==> src/rtl/control_sequencer.sv <==
// Moore control sequencer for the single-bus 32-bit CPU: fetch/decode/execute
// one instruction at a time, driving datapath strobes from state and IR opcode.
module control_sequencer #(
    parameter int IR_WIDTH = 32,
    parameter int OPC_LSB  = 27
) (
    input  logic                clock,
    input  logic                clear,
    input  logic [IR_WIDTH-1:0] IR,
    input  logic                mem_ready,
    input  logic                stop,
    output logic                PCout,
    output logic                Zlowout,
    output logic                MDRout,
    output logic                Cout,
    output logic                PCin,
    output logic                MARin,
    output logic                MDRin,
    output logic                IRin,
    output logic                Yin,
    output logic                Zin,
    output logic                IncPC,
    output logic                Read,
    output logic                Write,
    output logic                Gra,
    output logic                Grb,
    output logic                Grc,
    output logic                Rin,
    output logic                Rout,
    output logic                BAout,
    output logic [4:0]          alu_op,
    output logic                run
);

    typedef enum logic [3:0] {
        S_INIT, S_T0, S_T1, S_T1W, S_T2, S_T3, S_T4, S_T5, S_T6, S_T7, S_HALT
    } state_t;

    localparam logic [4:0] OP_LD   = 5'b00000;
    localparam logic [4:0] OP_LDI  = 5'b00001;
    localparam logic [4:0] OP_ST   = 5'b00010;
    localparam logic [4:0] OP_ADD  = 5'b00011;
    localparam logic [4:0] OP_SUB  = 5'b00100;
    localparam logic [4:0] OP_AND  = 5'b00101;
    localparam logic [4:0] OP_OR   = 5'b00110;
    localparam logic [4:0] OP_ADDI = 5'b01100;
    localparam logic [4:0] OP_HALT = 5'b11011;

    state_t     state, nxt;
    logic       armed;
    logic [4:0] opc;
    logic       is_rtype, is_addi, is_ldi, is_ld, is_st, is_halt;
    logic       is_mem, is_imm, is_exec;
    logic       unused_ir_bits;

    // IR is the instruction register output, so decoding it keeps outputs
    // a function of registered values only.
    assign opc            = IR[IR_WIDTH-1:OPC_LSB];
    assign unused_ir_bits = ^IR[OPC_LSB-1:0];

    assign is_rtype = (opc == OP_ADD) || (opc == OP_SUB) || (opc == OP_AND) || (opc == OP_OR);
    assign is_addi  = (opc == OP_ADDI);
    assign is_ldi   = (opc == OP_LDI);
    assign is_ld    = (opc == OP_LD);
    assign is_st    = (opc == OP_ST);
    assign is_halt  = (opc == OP_HALT);
    assign is_mem   = is_ld || is_st;
    assign is_imm   = is_addi || is_ldi || is_mem;
    assign is_exec  = is_rtype || is_imm;

    // armed holds INIT for one edge after clear releases before fetching.
    always_ff @(posedge clock or negedge clear) begin
        if (!clear) begin
            state <= S_INIT;
            armed <= 1'b0;
        end else begin
            state <= nxt;
            armed <= 1'b1;
        end
    end

    always_comb begin
        nxt = state;
        case (state)
            S_INIT:       if (armed) nxt = S_T0;
            S_T0:         nxt = stop ? S_HALT : S_T1;
            S_T1, S_T1W:  nxt = mem_ready ? S_T2 : S_T1W;
            S_T2:         nxt = S_T3;
            S_T3:         nxt = is_halt ? S_HALT : (is_exec ? S_T4 : S_T0);
            S_T4:         nxt = S_T5;
            S_T5:         nxt = is_mem ? S_T6 : S_T0;
            S_T6:         if (is_st || mem_ready) nxt = S_T7;
            S_T7:         if (!is_st || mem_ready) nxt = S_T0;
            S_HALT:       nxt = S_HALT;
            default:      nxt = S_INIT;
        endcase
    end

    always_comb begin
        PCout = 1'b0; Zlowout = 1'b0; MDRout = 1'b0; Cout  = 1'b0;
        PCin  = 1'b0; MARin   = 1'b0; MDRin  = 1'b0; IRin  = 1'b0;
        Yin   = 1'b0; Zin     = 1'b0; IncPC  = 1'b0; Read  = 1'b0;
        Write = 1'b0; Gra     = 1'b0; Grb    = 1'b0; Grc   = 1'b0;
        Rin   = 1'b0; Rout    = 1'b0; BAout  = 1'b0;
        alu_op = 5'b00000;
        run    = (state != S_INIT) && (state != S_HALT);
        if (run) begin
            if (is_rtype)    alu_op = opc;
            else if (is_imm) alu_op = OP_ADD;
        end
        case (state)
            S_T0: begin
                PCout = 1'b1; MARin = 1'b1; IncPC = 1'b1; Zin = 1'b1;
            end
            S_T1, S_T1W: begin
                Zlowout = 1'b1; Read = 1'b1; MDRin = 1'b1;
                PCin    = (state == S_T1);
            end
            S_T2: begin
                MDRout = 1'b1; IRin = 1'b1;
            end
            S_T3: if (is_exec) begin
                Grb = 1'b1; Rout = 1'b1; Yin = 1'b1;
                BAout = is_ldi || is_mem;
            end
            S_T4: begin
                if (is_rtype) begin
                    Grc = 1'b1; Rout = 1'b1; Zin = 1'b1;
                end else if (is_imm) begin
                    Cout = 1'b1; Zin = 1'b1;
                end
            end
            S_T5: begin
                Zlowout = is_exec;
                if (is_mem) MARin = 1'b1;
                else if (is_exec) begin
                    Gra = 1'b1; Rin = 1'b1;
                end
            end
            S_T6: begin
                if (is_ld) begin
                    Read = 1'b1; MDRin = 1'b1;
                end else if (is_st) begin
                    Gra = 1'b1; Rout = 1'b1; MDRin = 1'b1;
                end
            end
            S_T7: begin
                if (is_ld) begin
                    MDRout = 1'b1; Gra = 1'b1; Rin = 1'b1;
                end else if (is_st) begin
                    Write = 1'b1;
                end
            end
            default: ;
        endcase
    end

endmodule

==> config.mk <==
export PLATFORM = sky130hd
export DESIGN_NAME = control_sequencer
export DESIGN_NICKNAME = d
export VERILOG_FILES = /design/src/rtl/control_sequencer.sv
export SDC_FILE = /design/constraint.sdc
export NUM_CORES = 1
export LEC_CHECK = 0
export CAP_MARGIN = 5
export CORE_MARGIN = 3
export CORE_UTILIZATION = 35
export CTS_BUF_LIST = sky130_fd_sc_hd__clkbuf_16
export DETAILED_ROUTE_END_ITERATION = 12
export GPL_TIMING_DRIVEN = 0
export PLACE_DENSITY_LB_ADDON = 0.15
export SLEW_MARGIN = 20
export SYNTH_ARGS = -nofsm -noshare
export SYNTH_HDL_FRONTEND = slang
export SYNTH_SLANG_ARGS = --single-unit
export TNS_END_PERCENT = 100
==> constraint.sdc <==
create_clock -name clock -period 3 [get_ports clock]
set_clock_uncertainty 0.1 [all_clocks]
set_input_delay 0.6 -clock clock [delete_from_list [all_inputs] [get_ports clock]]
set_output_delay 0.6 -clock clock [all_outputs]
set_load 0.02 [all_outputs]
==> metrics.txt <==
die area around 2800 µm²; Critical Path RT roughly 2300 ps; share of cells above drive strength 1 between 20% and 30%; Fillers between 200 and 250; WP data arrival 2200 ps; CTS Sinks 5; Pleak roughly 0.53 nW; Max Slew Vio Count 0; Cell Rows 16; maximum vdd drop about 0.00056 V; number of global-route vias before repair a little over 800; routability cong. between 0.8 and 0.9; post-route ant nets 0; cts hold-fix bufs 0; maxcap violations 0; final instance area roughly 1200 µm²; post-synthesis cell area ~770 µm²; Crit Path Category in -> out; Setup crit start kind primary input; largest area contributor in the netlist dfrtp_1; synthesized area per cell roughly 6.9 µm²; worst min path class in -> async; vias per cell between 5 and 6; 1st-pass router iterations 4; Final setup violation count 0; Warnings, synthesis 0; Final min period 2903 ps; total CTS buffers 3; Clock Latency Late Sink between 200 and 250 ps; starting density of the core 38.12%; Core Area around 2000 µm²; final hold slack 493.4 ps; WL/cell around 13 µm; Synth Area in Adders 0%; status finished, final reports clean; sw frac 47.42%; initial antenna violation count 0; clock-pin slew on the worst setup and hold paths 30 ps; DRC violations left 0; fraction of registers with async set/reset 100.0%; PwrDens ~880 nW/µm²; Synth Area in Compound Gates around 25%; Final #Nets about 180; Main synth FF type dfrtp_1; Worst Setup End Kind output pin; clk root buf clkbuf_16; Seq/Total Area, Yosys between 15 and 20%; Vias approximately 920; # diodes 0; achievable clock frequency about 340 MHz; setup TNS 0 ps; Post-Synth Simple-Gate Area between 40% and 50%; Yosys cell types 39; P&R area growth vs syn 54.38%; flop and latch count out of synthesis 5; post-route clock period utilization a little over nine tenths; TritonCTS clock tree yes; H-tree lvl count 1; Combinational Power Share between 60% and 70%; post-synth top area share 16.23%; Remaining Overflow, GRT 0; Post-synth EDFFs 0; Post-Synth XOR/XNOR Area approximately 3.4%; largest family of logic cells by synthesized area simple AND/OR/NAND/NOR gates; DP Area between 1000 and 1500 µm²; P_int about 0.55 mW; total track usage between 10% and 20%; post-synthesis mux area share 0%; sequential power share about 11%; WL final about 2200 µm; largest net degree at the start of global routing 11; global-route wire length before repair approximately 3800 µm; Longest Clk Path Bufs 2; Final Hold Vio Count 0; P_sw approximately 0.5 mW; Area contributors post-synth dfrtp_1 (16%), nand2b_1 (8.1%), nor3_1 (5.8%); die width approximately 53 µm; IO buf count 30; post-DP HPWL ~1700 µm; Worst Path Max Fanout 10; count of mapped cells out of synthesis around 110; Clk network pwr share between 20% and 30%; Die Y roughly 53 µm; drt first-iter violations 26; I/O pin count 61
critical path, cell delays in order:
cell	delay (ps)
clkdlybuf4s50_1	420
buf_6	160
nor4_4	280
buf_4	190
nand4_1	130
nand2_1	90
dlygate4sd2_1	330
power by group through the flow:
stage          Combinational (mW)  Clock (mW)  Sequential, mW
6_report                    0.720       0.214           0.118
5_1_grt                     0.783       0.224           0.122
4_1_cts                     0.714       0.217           0.117
3_5_place_dp                0.746           0           0.117
3_3_place_gp                0.744           0           0.116
2_1_floorplan               0.486           0           0.110
metal layers:
metal | vias to the layer above | share of wire [%] | GRT usage [%]
met2 | 44 | 46 | 26.03
met4 | 0 | 0 | 2.128
li1 | 458 | - | -
met1 | 420 | 45 | 25.90
met3 | 0 | 9.0 | 6.197
met5 | - | 0 | 0
layout make-up:
cell class	instances	area (µm²)	share of cell area (%)
Buffer	12	80.08	6.730
Clock buffer	3	75.07	6.309
Clock inverter	1	3.754	0.3155
Inverter	5	18.77	1.577
Multi-Input combinational cell	90	576.8	48.48
Sequential cell	5	125.1	10.52
Tap cell	27	33.78	2.839
Timing Repair Buffer	31	276.5	23.24
kinds of logic after synthesis:
group	Yosys count
AO/OA/AOI/OAI	26
XOR/XNOR	3
buffers and inverters	17
flip-flops	5
other	2
AND/OR/NAND/NOR	58
worst paths after layout:
kind | start | to | slack (ps) | cells past startpoint
max reg2reg | state[2] | state[0] | 1350 | 5
max in group asynchronous | clear | armed | 2120 | 1
max | IR[29] | MARin | 100 | 7
min in group clock | state[0] | state[1] | 610 | 2
min | clear | state[2] | 490 | 1
min reg2reg | state[0] | state[1] | 610 | 2
timing repair:
action,4_1_cts,5_1_grt
buffers inserted,1,0
pin swaps,2,1
endpoints found under the setup margin,18,9
resized for setup,30,10
state kept, by name, indices dropped and copies added, names as in the netlist:
register,count
armed,1
state,4
synthesized netlist by cell type (2+ instances only):
cell	instances
a211oi_2	2
a21oi_1	7
buf_2	4
buf_4	6
conb_1	2
dfrtp_1	5
inv_1	5
nand2_1	10
nand2b_1	10
nand3_1	4
nand3b_1	3
nor2_1	12
nor2b_1	2
nor3_1	9
o21ai_0	3
o31ai_1	2
or4_1	2
xor2_1	2
placed cells by master (no fill, tap or decap), types with 2 or more instances in the layout:
cell type        Yosys  final
nand2_1             10     10
o21ai_0              3      3
nand3_1              4      3
clkdlybuf4s50_1      0     13
nand3b_1             3      3
dfrtp_1              5      5
nor3_1               9      9
a21oi_1              7      7
clkbuf_2             0      2
o31ai_1              2      2
conb_1               2      3
nor2b_1              2      2
nor2_1              12     11
dlygate4sd2_1        0      9
inv_1                5      6
buf_4                6      9
xor2_1               2      2
nand2b_1            10     10
clkbuf_16            0      3
clkdlybuf4s15_1      0      3
buf_2                4      5
stage by stage:
step	util, %	cells	total power [mW]	worst slack (ps)
6_report	58.85	174	1.051	96.90
5_1_grt	58.85	174	1.129	-20.84
4_1_cts	59.10	174	1.048	24.16
3_5_place_dp	54.83	169	0.8630	-470.1
3_3_place_gp	54.83	169	0.8603	-474.5
2_1_floorplan	-	112	0.5959	326.5
No activity file was read; power rests on OpenSTA's default activity.
